--- config.mk ---
export PLATFORM = sky130hd
export DESIGN_NAME = serial_adder_ctrl
export DESIGN_NICKNAME = d
export VERILOG_FILES = /design/src/rtl/serial_adder_ctrl.sv
export SDC_FILE = /design/constraint.sdc
export NUM_CORES = 1
export LEC_CHECK = 0
export ABC_CLOCK_PERIOD_IN_PS = 1300
export BUFFER_PORTS_ARGS = -buffer_cell sky130_fd_sc_hd__clkbuf_2
export CORE_UTILIZATION = 48
export CTS_CLUSTER_DIAMETER = 60
export CTS_CLUSTER_SIZE = 12
export DETAILED_ROUTE_END_ITERATION = 16
export PLACE_DENSITY = 0.8
export SLEW_MARGIN = 40
export SYNTH_ARGS = -nofsm -noshare
export SYNTH_HDL_FRONTEND = slang
export SYNTH_HIERARCHICAL = 1
export SYNTH_SLANG_ARGS = --single-unit
--- constraint.sdc ---
create_clock -name clk -period 1.3 [get_ports clk]
set_input_delay 0 -clock clk [delete_from_list [all_inputs] [get_ports clk]]
set_output_delay 0 -clock clk [all_outputs]
set_load 0.05 [all_outputs]
--- src/rtl/serial_adder_ctrl.sv ---
// serial_adder_ctrl: bit-serial WIDTH-bit adder built around one shared
// 1-bit full adder. It processes one bit per clock, LSB first, and reports
// sum, carry-out and signed overflow together with a one-cycle done pulse.
// Optional build macro SERIAL_ADDER_SUB_EN adds a 'sub' input that turns
// the operation into a - b.

// Shared 1-bit full adder cell.
module adder1bit (
  input  logic a_i,
  input  logic b_i,
  input  logic cin_i,
  output logic sum_o,
  output logic cout_o
);
  assign sum_o  = a_i ^ b_i ^ cin_i;
  assign cout_o = (a_i & b_i) | (a_i & cin_i) | (b_i & cin_i);
endmodule

module serial_adder_ctrl #(
  parameter int WIDTH = 8,
  parameter int CNT_W = 5
) (
`ifdef SERIAL_ADDER_SUB_EN
  input  logic             sub,
`endif
  input  logic             clk,
  input  logic             reset,
  input  logic             start,
  input  logic [WIDTH-1:0] a,
  input  logic [WIDTH-1:0] b,
  input  logic             cin,
  output logic             busy,
  output logic             done,
  output logic [WIDTH-1:0] sum,
  output logic             cout,
  output logic             overflow
);

  typedef enum logic [1:0] {
    ST_IDLE   = 2'd0,
    ST_RUN    = 2'd1,
    ST_FINISH = 2'd2
  } state_t;

  state_t             state_q, state_d;
  logic [WIDTH-1:0]   op_a_q, op_a_d;
  logic [WIDTH-1:0]   op_b_q, op_b_d;
  logic [WIDTH-1:0]   sum_q, sum_d;
  logic               carry_q, carry_d;
  logic [CNT_W-1:0]   cnt_q, cnt_d;
  logic               cout_q, cout_d;
  logic               ovf_q, ovf_d;
  logic               busy_q, busy_d;
  logic               done_q, done_d;

  logic               fa_sum_s;
  logic               fa_cout_s;
  logic [WIDTH-1:0]   b_eff_s;
  logic               cin_eff_s;

  // The single full adder always sees the current LSBs and the carry flop.
  adder1bit u_fa (
    .a_i    (op_a_q[0]),
    .b_i    (op_b_q[0]),
    .cin_i  (carry_q),
    .sum_o  (fa_sum_s),
    .cout_o (fa_cout_s)
  );

`ifdef SERIAL_ADDER_SUB_EN
  // Subtraction is a + ~b + 1, so invert B and force the initial carry.
  always_comb begin
    b_eff_s   = b;
    cin_eff_s = cin;
    if (sub) begin
      b_eff_s   = ~b;
      cin_eff_s = 1'b1;
    end else begin
      b_eff_s   = b;
      cin_eff_s = cin;
    end
  end
`else
  // Add-only build: operands pass straight through.
  always_comb begin
    b_eff_s   = b;
    cin_eff_s = cin;
  end
`endif

  // Next-state and datapath update for the IDLE/RUN/FINISH sequencer.
  always_comb begin
    state_d = state_q;
    op_a_d  = op_a_q;
    op_b_d  = op_b_q;
    sum_d   = sum_q;
    carry_d = carry_q;
    cnt_d   = cnt_q;
    cout_d  = cout_q;
    ovf_d   = ovf_q;
    busy_d  = busy_q;
    done_d  = 1'b0;

    case (state_q)
      ST_IDLE: begin
        if (start) begin
          op_a_d  = a;
          op_b_d  = b_eff_s;
          carry_d = cin_eff_s;
          cnt_d   = {CNT_W{1'b0}};
          sum_d   = {WIDTH{1'b0}};
          busy_d  = 1'b1;
          state_d = ST_RUN;
        end else begin
          state_d = ST_IDLE;
        end
      end

      ST_RUN: begin
        // New bit enters at the MSB so bit 0 lands in position 0 at the end.
        sum_d   = {fa_sum_s, sum_q[WIDTH-1:1]};
        op_a_d  = op_a_q >> 1;
        op_b_d  = op_b_q >> 1;
        carry_d = fa_cout_s;
        cnt_d   = cnt_q + {{(CNT_W-1){1'b0}}, 1'b1};
        if (cnt_q == CNT_W'(WIDTH - 1)) begin
          // carry_q here is the carry into the MSB.
          cout_d  = fa_cout_s;
          ovf_d   = carry_q ^ fa_cout_s;
          busy_d  = 1'b0;
          done_d  = 1'b1;
          state_d = ST_FINISH;
        end else begin
          state_d = ST_RUN;
        end
      end

      ST_FINISH: begin
        busy_d  = 1'b0;
        state_d = ST_IDLE;
      end

      default: begin
        busy_d  = 1'b0;
        state_d = ST_IDLE;
      end
    endcase
  end

  // State and datapath registers with synchronous reset.
  always_ff @(posedge clk) begin
    if (reset) begin
      state_q <= ST_IDLE;
      op_a_q  <= {WIDTH{1'b0}};
      op_b_q  <= {WIDTH{1'b0}};
      sum_q   <= {WIDTH{1'b0}};
      carry_q <= 1'b0;
      cnt_q   <= {CNT_W{1'b0}};
      cout_q  <= 1'b0;
      ovf_q   <= 1'b0;
      busy_q  <= 1'b0;
      done_q  <= 1'b0;
    end else begin
      state_q <= state_d;
      op_a_q  <= op_a_d;
      op_b_q  <= op_b_d;
      sum_q   <= sum_d;
      carry_q <= carry_d;
      cnt_q   <= cnt_d;
      cout_q  <= cout_d;
      ovf_q   <= ovf_d;
      busy_q  <= busy_d;
      done_q  <= done_d;
    end
  end

  assign busy     = busy_q;
  assign done     = done_q;
  assign sum      = sum_q;
  assign cout     = cout_q;
  assign overflow = ovf_q;

endmodule

-- Word-level counts from Yosys, hierarchy flattened
Cells that the tools add are included.
- muxes and demuxes: 17
- reductions and logical operators: 6
- add/subtract/negate cells: 1
- eq/ne operators: 4
- bitwise operators: 9
- operator list (cell ; count):
    case mux 8 bit (2 select lines) ; 3
    2-to-1 mux 8 bit ; 3
    case mux 5 bit (2 select lines) ; 1
    AND reduction 2 bit ; 3
    adder 5 x 1 -> 5 bit (second input constant) ; 1
    == test 5 x 3 -> 1 bit (second input constant) ; 1
    2-to-1 mux 1 bit ; 5
    2-to-1 mux 5 bit ; 1
    != test 2 bit (second input constant) ; 2
    case mux 1 bit (2 select lines) ; 2
    case mux 2 bit (2 select lines) ; 1
    AND 1 bit ; 3
    bitwise XOR 1 bit ; 3
    == test 2 x 1 -> 1 bit (second input constant) ; 1
    zero test 2 bit ; 1
    2-to-1 mux 2 bit ; 1
    bitwise OR 1 bit ; 2
    nonzero test 2 bit ; 1
    OR reduction 2 bit ; 1
    NOT 1 bit ; 1
- word-level logic and storage cells: 47
- input port bits: 20
- bits in registers: 36

-- Longest topological paths before layout
- word-level depth: 4
- mapped depth: 6
- mapped depth without buffers: 4

-- Cells and area by module
Netlist, hierarchy kept.
- by module, submodules not included (module ; instances ; cells each ; area an instance (µm²)):
    serial_adder_ctrl ; 1 ; 169 ; 1550.2
    adder1bit ; 1 ; 1 ; 20.0

-- Worst setup path after synthesis
OpenSTA, ideal clock, no wires.
- path kind: reg-to-reg
- start point: register cnt_q[0]
- end point: register cout_q (netlist: cout)
- cell stages (with the launch flop): 5
- setup slack: -0.015 ns
- arrival: 1.199 ns
- buffers on the path: 0
- cell sequence: dfxtp_1 -> ha_1 -> and4bb_2 -> and4_1 -> a31o_2
- longest elaborated chain between the ends: 2
- RTL lines (item ; RTL line ; source):
    from (decl) ; 50 ; logic [CNT_W-1:0] cnt_q, cnt_d;
    from (signal assigned) ; 158 ; cnt_q <= {CNT_W{1'b0}};
    from (signal assigned) ; 169 ; cnt_q <= cnt_d;
    == test 5 x 3 -> 1 bit ; 126 ; if (cnt_q == CNT_W'(WIDTH - 1)) begin
    AND reduction 2 bit (no line) ; -- ;
    to (signal assigned) ; 170 ; cout_q <= cout_d;
    to (decl) ; 51 ; logic cout_q, cout_d;
No other way between the ends.
A chain may end at the register's enable or synchronous reset.

-- Final worst setup path
- start point: register op_b_q[0]
- end point: register cout_q (netlist: cout)
- longest elaborated chain between the ends: 3
- RTL lines (item ; RTL line ; source):
    from (decl) ; 47 ; logic [WIDTH-1:0] op_b_q, op_b_d;
    from (signal assigned) ; 155 ; op_b_q <= {WIDTH{1'b0}};
    from (signal assigned) ; 166 ; op_b_q <= op_b_d;
    AND 1 bit ; 16 ; assign cout_o = (a_i & b_i) | (a_i & cin_i) | (b_i & cin_i);
    bitwise OR 1 bit ; 16 ;
    bitwise OR 1 bit * ; 16 ;
    via fa_cout_s ; 57 ; logic fa_cout_s;
Mark *: on every way through the listed nets, which the timed path passes. The rest lies on a longest branch.

==> impl_metrics.py <==
metrics = {
    "run_status": {
        "status": "complete, no violations",
    },
    "finish": {
        "fillCellCount": 242,
        "syn2layout_area_growth_pct": 35.0,
        "seqCellArea_um2": 728,
        "final_nets": 249,
        "final_core_util": 0.689,
        "design_area_mm2": 0.00212,
        "multi_input_area_um2": 776,
        "antenna_cells": 0,
        "layout-drive-gt1-share": 0.360,
    },
    "worst_setup_path": {
        "path_cells": "fa_2, and4_1, a31o_2",
        "required_ns": 1.53,
        "slowest_delay_ns": 0.41,
        "arrival_ns": 1.51,
        "worstPathMaxFanout": 3,
        "reg2reg_slack_ns": 0.02,
        "r2r_end": "cout$_SDFFE_PP0P_",
        "critPathTopFamily": "adder cells",
        "cp.depth": 3,
        "critPathLaunchType": "flip-flop",
        "critical_path.endpoint_type": "flip-flop",
        "crit_start": "op_b_q[0]$_SDFFE_PP0P_",
        "crit_path_top_delay_cell": "fa_2",
        "r2r_start": "op_b_q[0]$_SDFFE_PP0P_",
        "criticalPathCategory": "reg2reg",
        "crit_path_end": "cout$_SDFFE_PP0P_",
        "critical_path_buf_inv_count": 0,
        "reg2reg_depth": 3,
    },
    "global_routing": {
        "grtUsageTotal": 0.220,
        "grt_overflow": 0,
        "grt_first_pass_wirelength_um": 5710,
        "grt_pass1_vias": 1385,
        "antenna_found_initial": 0,
        "grt_max_degree": 28,
    },
    "power": {
        "power_density_mw_per_mm2": 1060,
        "total_power_uw": 2240,
        "vdd_drop_max_uv": 751,
        "leakage_uw": 0.000892,
    },
    "synthesis": {
        "yosysSeqAreaShare": 0.459,
        "yosys.cell_types.count": 32,
        "synth_area_mm2": 0.00157,
        "post-synth-top-area-fraction": 0.459,
        "synthCells": 170,
        "netlist_top_cells_area": "dfxtp_1, a211oi_2, nor2_1",
        "synth_top_area_cell": "dfxtp_1",
        "ys_seq_elements": 36,
        "mappedNetlistNets": 192,
        "yosysWarnings": 6,
        "syn_avg_cell_area_um2": 9.24,
    },
    "detailed_routing": {
        "drc": 0,
        "drt_pass1_iterations": 4,
        "vias_per_cell": 5.19,
        "post_drt_wl_per_cell_um": 12.9,
        "drt_first_iter_violations": 74,
        "drt-total-wl_um": 3500,
        "antenna_left": 0,
        "vias": 1413,
    },
    "die": {
        "dieArea_mm2": 0.00350,
        "initial_core_util": 0.510,
        "fp-row-count": 20,
        "die_w_um": 59.2,
        "die_h_um": 59.2,
        "core_area_mm2": 0.00308,
        "io_pins": 32,
    },
    "timing": {
        "hold_viol_final": 0,
        "rsz0062_at_grt": "true",
        "relSlewSlack": 0.747,
        "layout_min_cycle_time_ns": 1.28,
        "clock_skew_ns": 0.0114,
        "whs_ns": 0.0462,
        "report.final.slew_viol_count": 0,
        "tightestPinTransition_ns": 0.380,
        "max_freq_ghz": 0.780,
        "finalCritPeriodShare": 0.986,
        "tns_ns": 0,
        "finalSetupViolCount": 0,
    },
    "place": {
        "gp_congestion": 0.768,
        "placed_area_mm2": 0.00185,
        "hpwl_um": 2160,
        "port_buffers": 31,
    },
    "cts": {
        "clkSlewWorstSetupHoldPaths_ns": 0.11,
        "clock_sinks": 36,
        "cts.htree.levels": 2,
        "clkLatencyLatePin_ns": 0.34,
        "root_buffer": "clkbuf_4",
        "cts_inserted_buffers": 5,
        "cts.path.max_buffers": 2,
        "cts_tree": "yes",
    },
    "min_path": {
        "hold_path_class": "in2reg",
        "hp-start": "start",
    },
    "job": {
        "drv_cap": 0,
    },
}
stage by stage:
stage	instances	worst slack [ns]
after floorplan	170	0.0165
after global placement	246	0.0430
after detailed placement	246	0.0243
after CTS	271	0.00895
after global routing	272	-0.0201
final	272	0.0179
power by group:
group          leakage (uW)  total [uW]  switching (uW)  internal [uW]
registers          0.000297        1200            39.8           1160
logic              0.000557         411             212            199
clock network     0.0000380         624             367            257
cell usage after synthesis:
cell type / number
a211oi_1: 6
a211oi_2: 9
a21oi_1: 17
a22oi_1: 11
a311oi_2: 2
a31o_2: 2
a31oi_1: 2
and2b_2: 1
and4_1: 1
and4bb_2: 1
buf_1: 1
buf_2: 3
buf_4: 5
buf_6: 3
clkbuf_1: 2
dfxtp_1: 36
fa_1: 1
ha_1: 1
inv_1: 1
nand2_1: 20
nand2b_1: 1
nand3_1: 4
nor2_1: 30
nor3_1: 1
nor3b_1: 1
nor4b_1: 1
o211a_1: 1
o21ai_0: 1
o21ba_1: 1
o21bai_4: 1
or3_1: 2
xnor2_1: 1
tightest hold or removal path: cells and delay by family:
kind | cells | cell delay, ns
compound gates | 2 | 0.22
buf+inv | 1 | 0.13
layout make-up:
cell class,count,area share
Inverter,1,0.00177
Clock buffer,6,0.0242
Timing Repair Buffer,64,0.234
Multi-Input combinational cell,119,0.366
Sequential cell,36,0.344
Clock inverter,2,0.00472
Tap cell,44,0.0260
kinds of logic after synthesis:
| logic type | after synthesis | share of synthesized area |
|---|---|---|
| AOI/OAI and AO/OA | 53 | 0.273 |
| xor gates and xnor gates | 1 | 0.00558 |
| and+or+nand+nor | 63 | 0.177 |
| DFF | 36 | 0.459 |
| buffers and inverters | 15 | 0.0645 |
| adders and majority gates | 2 | 0.0207 |
layout by cell type, fill, tap and decap left out, types with 3 or more instances in the layout:
master	count
clkbuf_2	31
nor2_1	30
dfxtp_1	30
nand2_1	20
a21oi_1	17
dlygate4sd3_1	17
buf_4	12
a22oi_1	11
a211oi_2	10
dfxtp_2	6
a211oi_1	5
clkbuf_4	5
buf_12	4
nand3_1	3
flip-flops by register name, indices dropped and copies added, names as in the netlist, 2 cells and up:
register	count
cnt_q	5
sum	8
state_q	2
op_b_q	8
op_a_q	8
routing by layer:
| metal | global-route usage | part of all wire | vias to the layer above | wire length [um] |
|---|---|---|---|---|
| met2 | 0.393 | 0.51 | 37 | 1790 |
| met5 | 0 | 0 | - | 0 |
| met3 | 0.0546 | 0.036 | 4 | 127 |
| li1 | - | - | 719 | - |
| met4 | 0.0782 | 0.0066 | 0 | 23 |
| met1 | 0.251 | 0.45 | 653 | 1560 |
what timing repair did:
item / in CTS / in global routing
cloned: 0 / 0
gates resized for setup: 2 / 9
hold buffers: 17 / 0
endpoints found under the setup margin: 2 / 9
pin swaps: 0 / 3
endpoints found under the hold margin: 17 / 0
setup buffers: 0 / 1
how the worst min path moves through the flow:
stage	to	cells past startpoint
2_1_floorplan	carry_q$_SDFFE_PP0P_	2
3_3_place_gp	op_b_q[1]$_SDFFE_PP0P_	3
3_5_place_dp	op_a_q[6]$_SDFFE_PP0P_	3
4_1_cts	state_q[0]$_SDFF_PP0_	3
5_1_grt	op_b_q[2]$_SDFFE_PP0P_	2
6_report	state_q[0]$_SDFF_PP0_	3
(Power assumes the default switching activity.)
